### config.mk
export PLATFORM = sky130hd
export DESIGN_NAME = adder_6b
export DESIGN_NICKNAME = d
export VERILOG_FILES = /design/src/rtl/adder_6b_pkg.sv /design/src/rtl/adder_6b_full_adder.sv /design/src/rtl/adder_6b.sv
export SDC_FILE = /design/constraint.sdc
export NUM_CORES = 1
export LEC_CHECK = 0
export ABC_AREA = 1
export ABC_CLOCK_PERIOD_IN_PS = 6300
export CAP_MARGIN = 20
export CELL_PAD_IN_SITES_DETAIL_PLACEMENT = 0
export CELL_PAD_IN_SITES_GLOBAL_PLACEMENT = 1
export CORE_UTILIZATION = 24
export CTS_BUF_LIST = sky130_fd_sc_hd__clkbuf_4 sky130_fd_sc_hd__clkbuf_8
export DETAILED_ROUTE_END_ITERATION = 16
export HOLD_SLACK_MARGIN = 0.06
export PLACE_DENSITY = 0.84
export SYNTH_ARGS = -nofsm -noshare
export SYNTH_HDL_FRONTEND = slang
export SYNTH_HIERARCHICAL = 1
export SYNTH_SLANG_ARGS = --single-unit
### constraint.sdc
create_clock -name clk -period 6.3 [get_ports clk]
set_input_delay 0.945 -clock clk [delete_from_list [all_inputs] [get_ports clk]]
set_output_delay 0.945 -clock clk [all_outputs]
set_load 0.05 [all_outputs]
### src/rtl/adder_6b_pkg.sv
// Shared constants for the 6-bit adder slice.
package adder_6b_pkg;

    localparam int          ADDER_WIDTH = 6;
    localparam logic [5:0]  ADDER_MASK  = 6'h3F;

endpackage : adder_6b_pkg

### src/rtl/adder_6b_full_adder.sv
// One-bit full adder cell used as a link of the ripple-carry chain.
module full_adder (
    input  logic a,
    input  logic b,
    input  logic cin,
    output logic s,
    output logic co
);

    assign s  = a ^ b ^ cin;
    assign co = (a & b) | (a & cin) | (b & cin);

endmodule : full_adder

### src/rtl/adder_6b.sv
// Ripple-carry adder with combinational sum/carry/overflow and a one-cycle registered copy.
module adder_6b
    import adder_6b_pkg::*;
#(
    parameter int WIDTH = ADDER_WIDTH
) (
    input  logic             clk,
    input  logic             rst_n,
    input  logic [WIDTH-1:0] a,
    input  logic [WIDTH-1:0] b,
    output logic [WIDTH-1:0] sum,
    output logic             cout,
    output logic             ovf,
    output logic [WIDTH-1:0] sum_q,
    output logic             cout_q,
    output logic             ovf_q
);

    // carry[i] is the carry into bit i; carry[WIDTH] is the carry out of the MSB.
    logic [WIDTH:0] carry;

    assign carry[0] = 1'b0;

    for (genvar i = 0; i < WIDTH; i++) begin : g_bit
        full_adder u_fa (
            .a   (a[i]),
            .b   (b[i]),
            .cin (carry[i]),
            .s   (sum[i]),
            .co  (carry[i+1])
        );
    end

    assign cout = carry[WIDTH];
    // Signed overflow occurs exactly when the carry into the MSB differs from the carry out.
    assign ovf  = carry[WIDTH-1] ^ carry[WIDTH];

    logic [WIDTH-1:0] sum_d;
    logic             cout_d;
    logic             ovf_d;

    assign sum_d  = sum;
    assign cout_d = cout;
    assign ovf_d  = ovf;

    // NOTE: non-blocking assignments keep every register sampling pre-edge values,
    // so simulation order cannot change the result.
    always_ff @(posedge clk or negedge rst_n) begin
        if (!rst_n) begin
            sum_q  <= '0;
            cout_q <= 1'b0;
            ovf_q  <= 1'b0;
        end else begin
            sum_q  <= sum_d;
            cout_q <= cout_d;
            ovf_q  <= ovf_d;
        end
    end

endmodule : adder_6b

Yosys cells after proc, flatten, opt, wreduce, memory -nomap -nowiden:

Cells that the tools add are included.

* bitwise gates (word level): 38

Operator list (count)
* 1-bit AND: 16
* 1-bit XOR: 12
* 1-bit OR: 10

* output and inout bits: 16
* input port bits: 14
* bits in registers: 8

Longest topological paths before layout:

* word-level depth: 17
* gate-level depth with buffers: 9

Hierarchy:

The synthesis kept the hierarchy.

By module, submodules not included
* adder_6b: area an instance 222.7 um^2, instances 1, seq. area each 200.2 um^2, cells each 14
* full_adder: area an instance 20.0 um^2, instances 6, seq. area each 0.0 um^2, cells each 1

Worst setup path before layout:

Ideal clock, no wire load.

* path kind: input-to-output
* start: input port a[0]
* end: output port ovf
* path buffers: 0
* slack: 1284 ps
* stages on the path: 9
* arrival time: 4071 ps
* path through: fa_1 > fa_1 > fa_1 > fa_1 > fa_1 > fa_1 > inv_1 > nand2_1 > nand2_1

* longest elaborated chain between the ends: 17
* elaborated cells between the ends (all ways): 22
* those cells by class: bitwise: 22

RTL lines
* start: declaration: RTL line adder_6b.sv:9 `input logic [WIDTH-1:0] a,`
* 1-bit AND (*): RTL line adder_6b_full_adder.sv:11 `assign co = (a & b) | (a & cin) | (b & cin);`
* 1-bit AND: RTL line adder_6b_full_adder.sv:11
* 1-bit OR: RTL line adder_6b_full_adder.sv:11
* 1-bit OR (*): RTL line adder_6b_full_adder.sv:11
* via carry[2]: RTL line adder_6b.sv:20 `logic [WIDTH:0] carry;`
* 1-bit AND: RTL line adder_6b_full_adder.sv:11
* 1-bit OR: RTL line adder_6b_full_adder.sv:11
* 1-bit OR (*): RTL line adder_6b_full_adder.sv:11
* via carry[3]: RTL line adder_6b.sv:20
* [... 3 more ...]
* via carry[4]: RTL line adder_6b.sv:20
* [... 1 more ...]
* 1-bit OR: RTL line adder_6b_full_adder.sv:11
* 1-bit OR (*): RTL line adder_6b_full_adder.sv:11
* via carry[5]: RTL line adder_6b.sv:20
* 1-bit AND: RTL line adder_6b_full_adder.sv:11
* 1-bit OR: RTL line adder_6b_full_adder.sv:11
* 1-bit OR (*): RTL line adder_6b_full_adder.sv:11
* via cout: RTL line adder_6b.sv:12 `output logic cout,`
* 1-bit XOR (*): RTL line adder_6b.sv:36 `assign ovf = carry[WIDTH-1] ^ carry[WIDTH];`
* end: declaration: RTL line adder_6b.sv:13 `output logic ovf,`

Mark *: on every way through the listed nets, which the timed path passes. The rest lies on a longest branch.

Worst setup path after layout:

* start: input port a[0]
* end: output port ovf

* longest elaborated chain between the ends: 17
* elaborated cells between the ends (all ways): 22
* those cells by class: bitwise: 22

RTL lines (RTL line)
* 1-bit AND (*): adder_6b_full_adder.sv:11
* via carry[1]: adder_6b.sv:20
* 1-bit AND: adder_6b_full_adder.sv:11
* 1-bit OR: adder_6b_full_adder.sv:11
* 1-bit OR (*): adder_6b_full_adder.sv:11
* via carry[2]: adder_6b.sv:20
* 1-bit AND: adder_6b_full_adder.sv:11
* 1-bit OR: adder_6b_full_adder.sv:11
* [... 1 more ...]
* via carry[3]: adder_6b.sv:20
* [... 3 more ...]
* via carry[4]: adder_6b.sv:20
* 1-bit AND: adder_6b_full_adder.sv:11
* 1-bit OR: adder_6b_full_adder.sv:11
* 1-bit OR (*): adder_6b_full_adder.sv:11
* via carry[5]: adder_6b.sv:20
* 1-bit AND: adder_6b_full_adder.sv:11
* 1-bit OR (2 in series): adder_6b_full_adder.sv:11
* 1-bit XOR (*): adder_6b.sv:36

Marks and branches as above.

==> results.md <==
* Status: finished, final reports clean
* Setup Fix Bufs, Post-CTS at 0
* CTS H-tree lvls at 1
* Pwr Total at 0.224 mW
* Post-DR vias/cell at 4.01
* Flops & latches, synth at 8
* Peak supply drop at ~0.12 mV
* Crit path cell chain: clkdlybuf4s50_1, fa_1, fa_1, fa_1, fa_1, fa_1, fa_1, inv_1, nand2_1, nand2_1, clkdlybuf4s50_1
* DRC at 0
* Fillers at approximately 120
* Core area at 1320 µm²
* Endpoints failing hold at 0
* Synth Flop Type: dfrtp_1
* Static Leak at 0.287 nW
* Layout area overhead at 96.7%
* Crit end category: primary output
* Final ANT Viol Nets at 0
* Top post-synthesis cells by count: dfrtp_1 (8), fa_1 (6), nand2_1 (3), inv_1 (2), conb_1 (1)
* Worst hold path type: in -> async
* Ant diodes at 0
* Seq/Total Area, Yosys at 0.584
* Vias at approximately 270
* Top-count cell post-synth: dfrtp_1
* CP Max Fanout at 4
* WP data required at between 5 and 6 ns
* CP Buf/Inv Count at 3
* Mapped Nets at 40
* CP Depth at 11
* Starting Density at 0.260
* Routed WL per cell at 11.6 µm
* Post-Syn Area per Cell at 17.1 µm²
* Final wirelength at 775 µm
* Worst Path Arrival at 4.87 ns
* DIE AREA at around 1600 µm²
* Synth area leaders: dfrtp_1 (58%), fa_1 (35%), nand2_1 (3.3%), inv_1 (2.2%), conb_1 (1.1%)
* Root buf cell: clkbuf_4
* Multi-input gate area at 135 µm²
* Sinks on Clock Net at 8
* Starting DRC count in detailed routing at 4
* Vias in the first global route at around 280
* Max Root-Sink Buffers at 2
* Final Max Slew Viols at 0
* Gpl congestion at about 0.61
* Cts hold-fix bufs at 0
* Period utilisation layout at 0.923
* Crit path max-delay family: adder cells
* Net count, final at 74
* Post-synth EDFFs at 0
* Detailed placer's ending HPWL at 709 µm
* Storage cell area at roughly 200 µm²
* Final Critical Period at 5.82 ns
* Cell repeated most along the worst path: fa_1
* Largest net degree at the start of global routing at 9
* Async SR Flop Fraction at 1.00
* Slew headroom at 0.654
* Sum of negative setup slack at 0 ns
* Global route overflow at 0
* Share of cells above drive strength 1 at 0.0577
* Io pins at 30
* CTS buffer count at 3
* Worst-Margin Slew at 0.517 ns
* Setup Viol. Count Final at 0
* P per Cell Area at around 330 nW/µm²
* Slowest stage delay, CP at 0.80 ns
* DRT Pass-1 Iters at 4
* Initial antenna violation count at 0
* Setup Crit Path Kind: in -> out
* Max-cap violation count at 0
* First-pass GRT wire length at between 1000 and 1500 µm
* Count of cells resized by post-cts repair at 0
* Synth unique cells at 5
* Synth Instances at 20
* Ys Warns at 6
* Startpoint Class: input port
* GRT Overall Usage at 0.120
* Final Hold Slack at 0.972 ns
* Post-Layout Cell Count at 67
* Max Fclk at 0.172 GHz
* Mapped Area at between 300 and 400 µm²
* Dominant cell type by area after synthesis: dfrtp_1
* Die width at approximately 40 µm
* Clock-pin slew on the worst setup and hold paths at about 0.050 ns
* Final Core Density at 0.512
* # rows at 13
* Port bufs at 29
* Placed Cells at 64
* CTS tree: done
* Yosys top cell area share at 0.584
* CP max stage cell: clkdlybuf4s50_1
* Die H at 39.8 µm
* RSZ-0062 raised after global routing: false
==> cell families after synthesis <==
group / after synthesis / share of synthesized area
adder cells (fa/ha/maj): 6 / 0.350
buffers and inverters: 2 / 0.0219
flip-flops: 8 / 0.584
other: 1 / 0.0109
AND/OR/NAND/NOR: 3 / 0.0328
==> through the flow <==
stage	setup slack (ns)	instance area, µm²
2_1_floorplan	1.28	343
3_3_place_gp	0.483	652
3_5_place_dp	0.461	652
4_1_cts	0.452	674
5_1_grt	0.364	674
6_report	0.484	674
==> cell usage in the layout (no fill, tap or decap), drive strengths merged <==
| master | count |
|---|---|
| dfrtp | 8 |
| inv | 2 |
| fa | 6 |
| conb | 1 |
| clkbuf | 3 |
| clkdlybuf4s50 | 29 |
| nand2 | 3 |
==> per-layer routing <==
layer / routed length [µm] / part of all wire / GRT usage / up-vias
li1: - / - / - / 121
met1: 258 / 0.33 / 0.105 / 121
met2: 393 / 0.51 / 0.205 / 27
met3: 123 / 0.16 / 0.0682 / 0
met4: 0 / 0 / 0.0776 / 0
met5: 0 / 0 / 0 / -
==> where the power goes <==
part	internal (mW)	total [mW]	leakage [nW]	switching [mW]
Clock	0.0217	0.0369	0.0138	0.0153
Sequential	0.0602	0.0625	0.0935	0.00227
Combinational	0.0424	0.124	0.180	0.0820
Total	0.124	0.224	0.287	0.0996
==> layout make-up <==
class / instances / area share
clock buffer: 3 / 0.0334
inverter: 2 / 0.0111
multi-input combinational: 10 / 0.200
sequential: 8 / 0.297
tap: 15 / 0.0278
timing repair buffer: 29 / 0.430
==> flip-flops by register name, summed over array words and instances (netlist names) <==
signal  cells
sum_q       6
ovf_q       1
cout_q      1
==> worst paths after layout <==
path / startpoint / to / slack, ns
max in group asynchronous: rst_n / sum_q[5] / 5.07
worst max-delay path: a[0] / ovf / 0.48
min in group clk: b[3] / sum_q[3] / 1.41
worst min-delay path: rst_n / ovf_q / 0.97
Power figures use the tool's default switching activity.
